**src/rtl/mux2_rr_sched.sv**
```systemverilog
// Round-robin owner of a shared 2:1 mux: registered grants and select, combinational Z/VALID/ACK.
// Bursts are capped at MAX_HOLD transfers only while the other requester waits; handover costs no bubble.
module mux2_rr_sched #(
  parameter int WIDTH    = 8,
  parameter int MAX_HOLD = 4
) (
  input  logic             CK,
  input  logic             RST,
  input  logic             REQ_A,
  input  logic             REQ_B,
  input  logic [WIDTH-1:0] A,
  input  logic [WIDTH-1:0] B,
  input  logic             READY,
  output logic             GNT_A,
  output logic             GNT_B,
  output logic             ACK_A,
  output logic             ACK_B,
  output logic             S,
  output logic [WIDTH-1:0] Z,
  output logic             VALID
);

  localparam int CW = $clog2(MAX_HOLD + 1);
  localparam logic [CW-1:0] HOLD_LAST = CW'(MAX_HOLD - 1);

  typedef enum logic [1:0] {IDLE, OWN_A, OWN_B} state_t;

  state_t        state_q, state_d;
  logic          s_q, s_d;
  logic [CW-1:0] cnt_q, cnt_d;
  logic          last_q, last_d;  // 0: A served last, 1: B served last
  logic          xfer, hold_done;
  logic          go_a, go_b, go_idle;

  assign GNT_A     = (state_q == OWN_A);
  assign GNT_B     = (state_q == OWN_B);
  assign S         = s_q;
  assign Z         = s_q ? B : A;
  assign VALID     = (GNT_A & REQ_A) | (GNT_B & REQ_B);
  assign ACK_A     = GNT_A & REQ_A & READY;
  assign ACK_B     = GNT_B & REQ_B & READY;
  assign xfer      = VALID & READY;
  assign hold_done = (cnt_q == HOLD_LAST);

  always_comb begin
    state_d = state_q;
    s_d     = s_q;
    cnt_d   = cnt_q;
    last_d  = last_q;
    go_a    = 1'b0;
    go_b    = 1'b0;
    go_idle = 1'b0;
    case (state_q)
      IDLE: begin
        if (REQ_A && (!REQ_B || last_q)) go_a = 1'b1;
        else if (REQ_B)                  go_b = 1'b1;
      end
      OWN_A: begin
        if (!REQ_A) begin
          if (REQ_B) go_b = 1'b1;
          else       go_idle = 1'b1;
        end else if (xfer) begin
          if (!hold_done) cnt_d = cnt_q + 1'b1;
          else if (REQ_B) go_b = 1'b1;
          else            cnt_d = '0;   // nobody waiting: restart the burst
        end
      end
      OWN_B: begin
        if (!REQ_B) begin
          if (REQ_A) go_a = 1'b1;
          else       go_idle = 1'b1;
        end else if (xfer) begin
          if (!hold_done) cnt_d = cnt_q + 1'b1;
          else if (REQ_A) go_a = 1'b1;
          else            cnt_d = '0;
        end
      end
      default: go_idle = 1'b1;
    endcase

    if (go_a) begin
      state_d = OWN_A;
      s_d     = 1'b0;
      cnt_d   = '0;
      last_d  = 1'b0;
    end else if (go_b) begin
      state_d = OWN_B;
      s_d     = 1'b1;
      cnt_d   = '0;
      last_d  = 1'b1;
    end else if (go_idle) begin
      state_d = IDLE;
      cnt_d   = '0;
    end
  end

  always_ff @(posedge CK or posedge RST) begin
    if (RST) begin
      state_q <= IDLE;
      s_q     <= 1'b0;
      cnt_q   <= '0;
      last_q  <= 1'b1;
    end else begin
      state_q <= state_d;
      s_q     <= s_d;
      cnt_q   <= cnt_d;
      last_q  <= last_d;
    end
  end

endmodule

```
**config.mk**
```make
export PLATFORM = sky130hd
export DESIGN_NAME = mux2_rr_sched
export DESIGN_NICKNAME = d
export VERILOG_FILES = /design/src/rtl/mux2_rr_sched.sv
export SDC_FILE = /design/constraint.sdc
export NUM_CORES = 1
export LEC_CHECK = 0
export CORE_ASPECT_RATIO = 1.2
export CORE_MARGIN = 1.5
export CORE_UTILIZATION = 33
export CTS_CLUSTER_SIZE = 8
export DETAILED_ROUTE_END_ITERATION = 8
export GPL_TIMING_DRIVEN = 1
export PLACE_DENSITY = 0.72
export RECOVER_POWER = 25
export SLEW_MARGIN = 40
export SYNTH_ARGS = -nofsm -noshare
export SYNTH_HDL_FRONTEND = slang
export SYNTH_SLANG_ARGS = --single-unit
export TNS_END_PERCENT = 100
```
**constraint.sdc**
```tcl
create_clock -name CK -period 1.75 [get_ports CK]
set_input_delay 0.2625 -clock CK [delete_from_list [all_inputs] [get_ports CK]]
set_output_delay 0.2625 -clock CK [all_outputs]
set_load 0.005 [all_outputs]
```
# --- Yosys cells after proc, flatten, opt, wreduce, memory -nomap -nowiden ---
# Cells that the tools add are included.
totals:
  regBits: 7
  wordCells: 63
op_classes:
  add_sub_neg: 1
  eq_ne: 9
  mux: 35
  bitwise: 6
  reduce_logical: 8
op_table:
  columns: ["op", "count"]
  rows:
  - ["3-bit 2-to-1 mux", 11]
  - ["1-bit 2-to-1 mux", 16]
  - ["6-bit by 3-bit != test with 1-bit output (second input constant)", 2]
  - ["5-bit by 1-bit != test with 1-bit output (second input constant)", 2]
  - ["5-bit by 2-bit != test with 1-bit output (second input constant)", 2]
  - ["8-bit 2-to-1 mux", 1]
  - ["7-bit AND reduction", 1]
  - ["2-bit 2-to-1 mux", 3]
  - ["3-bit case mux with 2 select lines", 1]
  - ["1-bit bitwise AND", 5]
  - ["5-bit nonzero test", 1]
  - ["1-bit case mux with 2 select lines", 2]
  - ["3-bit by 1-bit adder with 3-bit output (second input constant)", 1]
  - ["3-bit by 2-bit equality test with 1-bit output (second input constant)", 1]
  - ["1-bit case mux with 3 select lines", 1]
  - ["3-bit nonzero test", 1]
  - ["2-bit by 1-bit equality test with 1-bit output (second input constant)", 1]
  - ["2-bit equality test (second input constant)", 1]
  - ["2-bit logical NOT", 1]
  - ["2-bit nonzero test", 1]
  - ["1-bit logical AND", 1]
  - ["1-bit logical NOT", 1]
  - ["1-bit logical OR", 1]
  - ["1-bit bitwise OR", 1]

# --- Logic depth before layout (Yosys ltp) ---
depth:
  ltp_word: 10
  mapped_depth: 6
  mapped_depth_nobuf: 6

# --- Worst setup path before layout ---
# OpenSTA, ideal clock, no wires.
synth_path:
  path_type: "register -> register"
  from: "register state_q[1]"
  to: "register cnt_q[1]"
  setup_time_ns: 0.087
  arrival_ns: 1.566
  slack_ns: 0.097
  stages_incl_launch_ff: 6
  n_path_buf: 0
  period_less_slack_ns: 1.653
  cell_sequence: "dfrtp_1 inv_1 ha_1 a221o_1 or3b_1 a211oi_2"
synth_between:
  elab_chain_cells: 9
  elab_cells_between_ends: 26
synth_lines:
  columns: ["element", "line_no", "text"]
  rows:
  - ["from (decl)", "28", "state_t state_q, state_d;"]
  - ["from (signal assigned)", "104", "state_q <= state_d;"]
  - ["2-bit by 1-bit equality test with 1-bit output (*)", "35", "assign GNT_A = (state_q == OWN_A);"]
  - ["named net GNT_A", "14", "output logic GNT_A,"]
  - ["1-bit bitwise AND", "39", "assign VALID = (GNT_A & REQ_A) | (GNT_B & REQ_B);"]
  - ["1-bit bitwise OR", "39", null]
  - ["1-bit bitwise AND", "42", "assign xfer = VALID & READY;"]
  - ["1-bit 2-to-1 mux (on tied branches)", "72, 62", null]
  - ["1-bit 2-to-1 mux (on tied branches)", "69, 59", null]
  - ["1-bit case mux with 2 select lines", "53", "case (state_q)"]
  - ["6-bit by 3-bit != test with 1-bit output (no source line), or another cell as far along", null, null]
  - ["7-bit AND reduction (no source line) / 3-bit 2-to-1 mux (equally long branches)", null, null]
  - ["to (signal assigned)", "106", "cnt_q <= cnt_d;"]
  - ["to (decl)", "30", "logic [CW-1:0] cnt_q, cnt_d;"]
# Mark *: on every way through the listed nets, which the timed path passes. The rest lies on a longest branch.
# A chain may end at the register's enable or synchronous reset.

# --- Final worst setup path ---
layout_path:
  from: "register state_q[1]"
  to: "register cnt_q[1]"
layout_between:
  elab_chain_cells: 9
  elab_cells_between_ends: 26
layout_lines:
  columns: ["element", "line_no"]
  rows:
  - ["2-bit by 1-bit equality test with 1-bit output / 2-bit equality test (equally long branches)", "35, 53, 36"]
  - ["1-bit bitwise AND", "39"]
  - ["1-bit bitwise OR", "39"]
  - ["1-bit bitwise AND", "42"]
  - ["1-bit 2-to-1 mux (on tied branches)", "72, 62"]
  - ["1-bit 2-to-1 mux (on tied branches)", "69, 59"]
  - ["1-bit case mux with 2 select lines", "53"]
  - ["6-bit by 3-bit != test with 1-bit output (no source line), or another cell as far along", null]
  - ["7-bit AND reduction (no source line) / 3-bit 2-to-1 mux (equally long branches)", null]
# Parallel ways exist; a longest one is shown, timed or not.

==> summary.md <==
| Metric | Value |
|---|---|
| Status | `finished, final reports clean` |
| Register bit total from synthesis | `7` |
| Buf+Inv Stages, Crit Path | `2` |
| Final worst-path cycle share | `0.996` |
| Slowest CP cell | `dfrtp_2` |
| Fill count | `144` |
| Maximum root-to-sink buffer count | `2` |
| Chip height | `49.8 µm` |
| First-pass GRT wire length | `2790 µm` |
| Critical path fanouts, max | `5` |
| Worst EP required | `1920 ps` |
| Gate Count Post-Synth | `66` |
| Mapped Area | `603 µm²` |
| Skew final | `2.39 ps` |
| Largest net degree at the start of global routing | `9` |
| H-tree depth | `1` |
| CTS root buf | `clkbuf_4` |
| # setup viols final | `0` |
| Layout cell share with drive strength beyond 1 | `0.351` |
| RePlAce Congestion | `0.787` |
| GRT Total Usage | `0.179` |
| Reg clk slew, reported paths | `50 ps` |
| Cell Count, Final, Fillers Out | `132` |
| Via/cell ratio | `5.19` |
| Drt wl/cell | `12.6 µm` |
| Core Rows | `16` |
| Worst skew pair latency | `250 ps` |
| Post-DP HPWL | `1200 µm` |
| Min Tclk post-route | `1740 ps` |
| CP Class | `flip-flop to flip-flop` |
| Reg-to-reg critical path startpoint | `state_q[1]` |
| Boundary Pins | `35` |
| Final Util | `0.658` |
| Dpl cells | `121` |
| Number of CTS-inserted buffers | `3` |
| Core area | `1680 µm²` |
| Cell family with most CP delay | `compound AO/OA/AOI/OAI gates` |
| Fin. max-slew vios | `0` |
| Leading post-synthesis cells by cell area | `dfrtp_1 25%, mux2_2 15%, ha_1 10%` |
| Cell taking the most area after synthesis | `dfrtp_1` |
| Grt total ovfl | `0` |
| Initial core utilization | `0.359` |
| RSZ-0062 raised after global routing | `true` |
| Sink Count | `7` |
| Initial DRC Count | `7` |
| Count leader, synth | `mux2_2` |
| Syn avg cell area | `9.14 µm²` |
| Final nets | `141` |
| Async set-reset flop share out of synthesis | `1.00` |
| Worst-margin pin slew | `317 ps` |
| Die width | `42.0 µm` |
| Slew HR | `0.788` |
| CP arrival | `1910 ps` |
| Die ar. | `2090 µm²` |
| Most instantiated cells after synthesis | `8 x mux2_2, 6 x dfrtp_1, 6 x inv_1, 6 x nor2_1` |
| Area Growth Syn to Fin | `83.4%` |
| Synth Warn # | `0` |
| Fin. Hold Viols | `0` |
| Crit path largest cell delay | `400 ps` |
| Vias in the first global route | `698` |
| Worst Setup Slack post-DPL | `-198 ps` |
| CTS tree | `built` |
| Crit. End Element | `flip-flop` |
| I/O Buffers | `34` |
| DR vias | `685` |
| Detail Route Antenna Nets | `0` |
| Post-Route Setup TNS | `0 ps` |
| Ant. Diodes | `0` |
| Worst-case vdd ir drop | `0.712 mV` |
| Max Freq | `574 MHz` |
| Top-area cell type share of the netlist area | `0.249` |
| Worst hold slack | `377 ps` |
| Max_cap viols | `0` |
| DRC viols | `0` |
| Register area share after synthesis | `0.293` |
| WL final | `1670 µm` |
| Post-Syn Nets | `92` |
| Post-synth EDFFs | `0` |
| Worst-path cell chain | `inv_2 -> ha_1 -> inv_1 -> a221o_1 -> or3b_1 -> a211oi_2` |
| Crit. Startpoint | `state_q[1]` |
| Leakage | `0.507 nW` |
| Yosys cell types | `28` |
| Setup ws final | `7.41 ps` |
| CP startpoint kind | `flip-flop` |
| Initial antenna violation count | `0` |
| Power per standard cell area | `1370 nW/µm²` |
| Main synth FF type | `dfrtp_1` |
| Drt pass-1 iters | `6` |
| Worst hold path class | `input pin to asynchronous set/reset pin` |
worst reg2reg max path, stage by stage, from the launching register on:
cell	delay, ps
dfrtp_2	400
inv_2	70
ha_1	280
inv_1	40
a221o_1	310
or3b_1	380
a211oi_2	190
kinds of logic after synthesis:
kind of cell,Yosys count,share of synthesized area
compound gates,18,0.218
fa+ha+maj,5,0.104
buf+inv,8,0.0622
flops,7,0.293
mux,8,0.149
simple gates,20,0.174
cell usage in the layout, fill, tap and decap left out, types with 2 or more instances in the layout:
| cell type | n |
|---|---|
| clkbuf_4 | 3 |
| a21oi_1 | 3 |
| dfrtp_2 | 3 |
| nand2_1 | 4 |
| dlygate4sd2_1 | 12 |
| nand2b_1 | 2 |
| ha_4 | 2 |
| o21ai_0 | 5 |
| ha_1 | 3 |
| dfrtp_1 | 3 |
| clkdlybuf4s50_1 | 20 |
| buf_6 | 2 |
| buf_4 | 10 |
| a211oi_2 | 2 |
| nor2_1 | 6 |
| inv_1 | 4 |
| mux2_2 | 8 |
stage by stage:
step	total power, mW	instance area (µm²)
6_report	1.51	1110
5_1_grt	1.64	1110
4_1_cts	1.48	1090
3_5_place_dp	1.19	988
3_3_place_gp	1.18	988
2_1_floorplan	0.796	603
routing by layer:
metal | global-route usage | wire [µm] | vias up
met3 | 0.0293 | 167 | 8
met1 | 0.175 | 514 | 303
li1 | - | - | 331
met5 | 0 | 0 | -
met2 | 0.315 | 898 | 43
met4 | 0.161 | 87 | 0
timing repair:
action	in CTS	in global routing
resized for setup	26	4
pin swaps	3	1
buffers inserted	7	0
setup endpoints to repair	16	5
hold buffers	0	0
where the power goes:
group,switching (mW),internal [mW]
registers,0.0612,0.243
logic,0.440,0.620
clock network,0.0608,0.0871
path summary, 6_finish.rpt:
check / endpoint / slack, ps / depth (start not counted)
hold / removal: cnt_q[0] / 380 / 2
min in group CK: last_q / 520 / 2
max in group asynchronous: last_q / 1100 / 2
setup reg to reg: cnt_q[1] / 7 / 6
setup / recovery: cnt_q[1] / 7 / 6
hold reg to reg: last_q / 520 / 2
flip-flops by register name, summed over array words and instances (netlist names):
name,cells
state_q,2
S,1
cnt_q,3
last_q,1
cell type report:
| cell class | instances | area, µm² | share of cell area |
|---|---|---|---|
| Clock buffer | 4 | 26.3 | 0.0238 |
| Inverter | 6 | 25.0 | 0.0226 |
| Multi-Input combinational cell | 51 | 429 | 0.388 |
| Sequential cell | 7 | 180 | 0.163 |
| Tap cell | 18 | 22.5 | 0.0204 |
| Timing Repair Buffer | 46 | 423 | 0.382 |
(Power assumes the default switching activity.)
==> variant, RTL diff (same flow settings) <==
Make the reset (`RST`) synchronous in one clocked block.
--- a/src/rtl/mux2_rr_sched.sv
+++ b/src/rtl/mux2_rr_sched.sv
@@ -96,3 +96,3 @@
 
-  always_ff @(posedge CK or posedge RST) begin
+  always_ff @(posedge CK) begin
     if (RST) begin
Formal check against the unedited RTL: differs if RST is asserted again (counterexample within 4 cycles, from zero or initial values and one cycle with RST high); with RST held inactive, the same outputs for 10 cycles.
==> variant against the unedited design <==
Via count is 1.0% higher; first-iteration DRC count fell by 100%; worst hold slack better by 69 ps; core utilization shrank 1.3 points; cell area shrank 3.2%; die area decreased by 1.7%; critical path depth down 2; non-clock buffer count shrank 3; sequential cell count stayed put; worst setup slack gained 70 ps; synthesized area decreased by 1.9%; routed wire length fell by 0.48%; critical path type is now reg2out; largest cell class unchanged.
Power is not compared: it rests on default switching activity, and its combinational part moved more than twofold at a synthesized area within 25%.
==> variant: results (changes against the unedited design) <==
outcome: "finished, final reports clean"
via_count: 692  # +1.0%
synth_fa_ha_area_frac: 0.106  # +0.00197
postCtsSetupRepairBufs: 2  # -5
netlist_top_cells_area: "dfxtp_1 (24%), mux2_2 (15%), ha_1 (11%), a21bo_2 (3.4%), nor4_1 (3.2%)"
holdCritPathClass: "reg2reg"
relSlewSlack: 0.823  # +0.0350
cp-endpoint: "GNT_B"
cts-resized-gates: 21  # -19%
crit_arrival_ps: 1410  # -500 ps
yosysUniqueCellTypes: 34  # +21%
yosys.area.top_type_share: 0.237  # -0.0122
muxShareOfSynthArea: 0.169  # +0.0198
rrSetupSlack_ps: 210  # +200 ps
gp_congestion: 0.742  # -5.7%
hpwl_um: 1380  # +15%
cp_top_family: "buffers and inverters"
clock_skew_ps: 1.34  # -1.05 ps
grt_first_pass_wirelength_um: 3220  # +15%
dpl_cell_area_um2: 996  # +0.76%
synthArstFlopShare: 0  # -1.00
synth_compound_area_frac: 0.264  # +0.0464
critical-path-max-stage-delay_ps: 490  # +90 ps
nets: 137  # -2.8%
cp_slowest_cell: "clkdlybuf4s50_1"
layout-drive-gt1-share: 0.309  # -0.0418
wl_per_cell_um: 13.0  # +2.6%
track_usage: 0.208  # +0.0287
==> variant: metrics by stage <==
stage / setup WS [ps] / instances / utilization / total power (uW)
global route: 9.57 / 128 / 0.645 / 691
global placement: 53.8 / 121 / 0.599 / 477
detailed placement: 0.860 / 121 / 0.599 / 486
finish: 77.0 / 128 / 0.645 / 638
CTS: 10.7 / 127 / 0.637 / 644
floorplan: 309 / 66 / - / 332
==> variant: cells by family (layout without fill, tap and decap cells) <==
| kind of cell | count (synthesis) | after routing |
|---|---|---|
| AND/OR/NAND/NOR | 18 | 18 |
| multiplexers | 9 | 9 |
| buffers and inverters | 7 | 51 |
| flip-flops | 7 | 7 |
| AO/OA/AOI/OAI | 20 | 20 |
| adder cells (fa/ha/maj) | 5 | 5 |
==> variant: where the power goes <==
| part | switching (uW) | internal [uW] | total, uW |
|---|---|---|---|
| clock | 61.2 | 87.1 | 148 |
| combinational | 122 | 180 | 302 |
| sequential | 13.5 | 175 | 188 |
==> variant: worst min-delay path: stages, from the launching register on <==
cell and delay (ps):
dfxtp_1 310, nand2_1 60, nor4_1 40
==> variant: metal layers <==
| metal | share of wire | global-route usage | wire length [um] |
|---|---|---|---|
| met1 | 0.33 | 0.182 | 543 |
| met2 | 0.56 | 0.383 | 932 |
| met3 | 0.081 | 0.0444 | 135 |
| met4 | 0.029 | 0.183 | 48 |
| met5 | 0 | 0 | 0 |
==> variant: layout make-up <==
cell class | count | area, um^2
fillers | 151 | 591
multi-input cells | 52 | 445
repair buffers | 43 | 410
flip-flops and latches | 7 | 149
clock buffers | 4 | 26.3
well taps | 18 | 22.5
inverters | 4 | 17.5
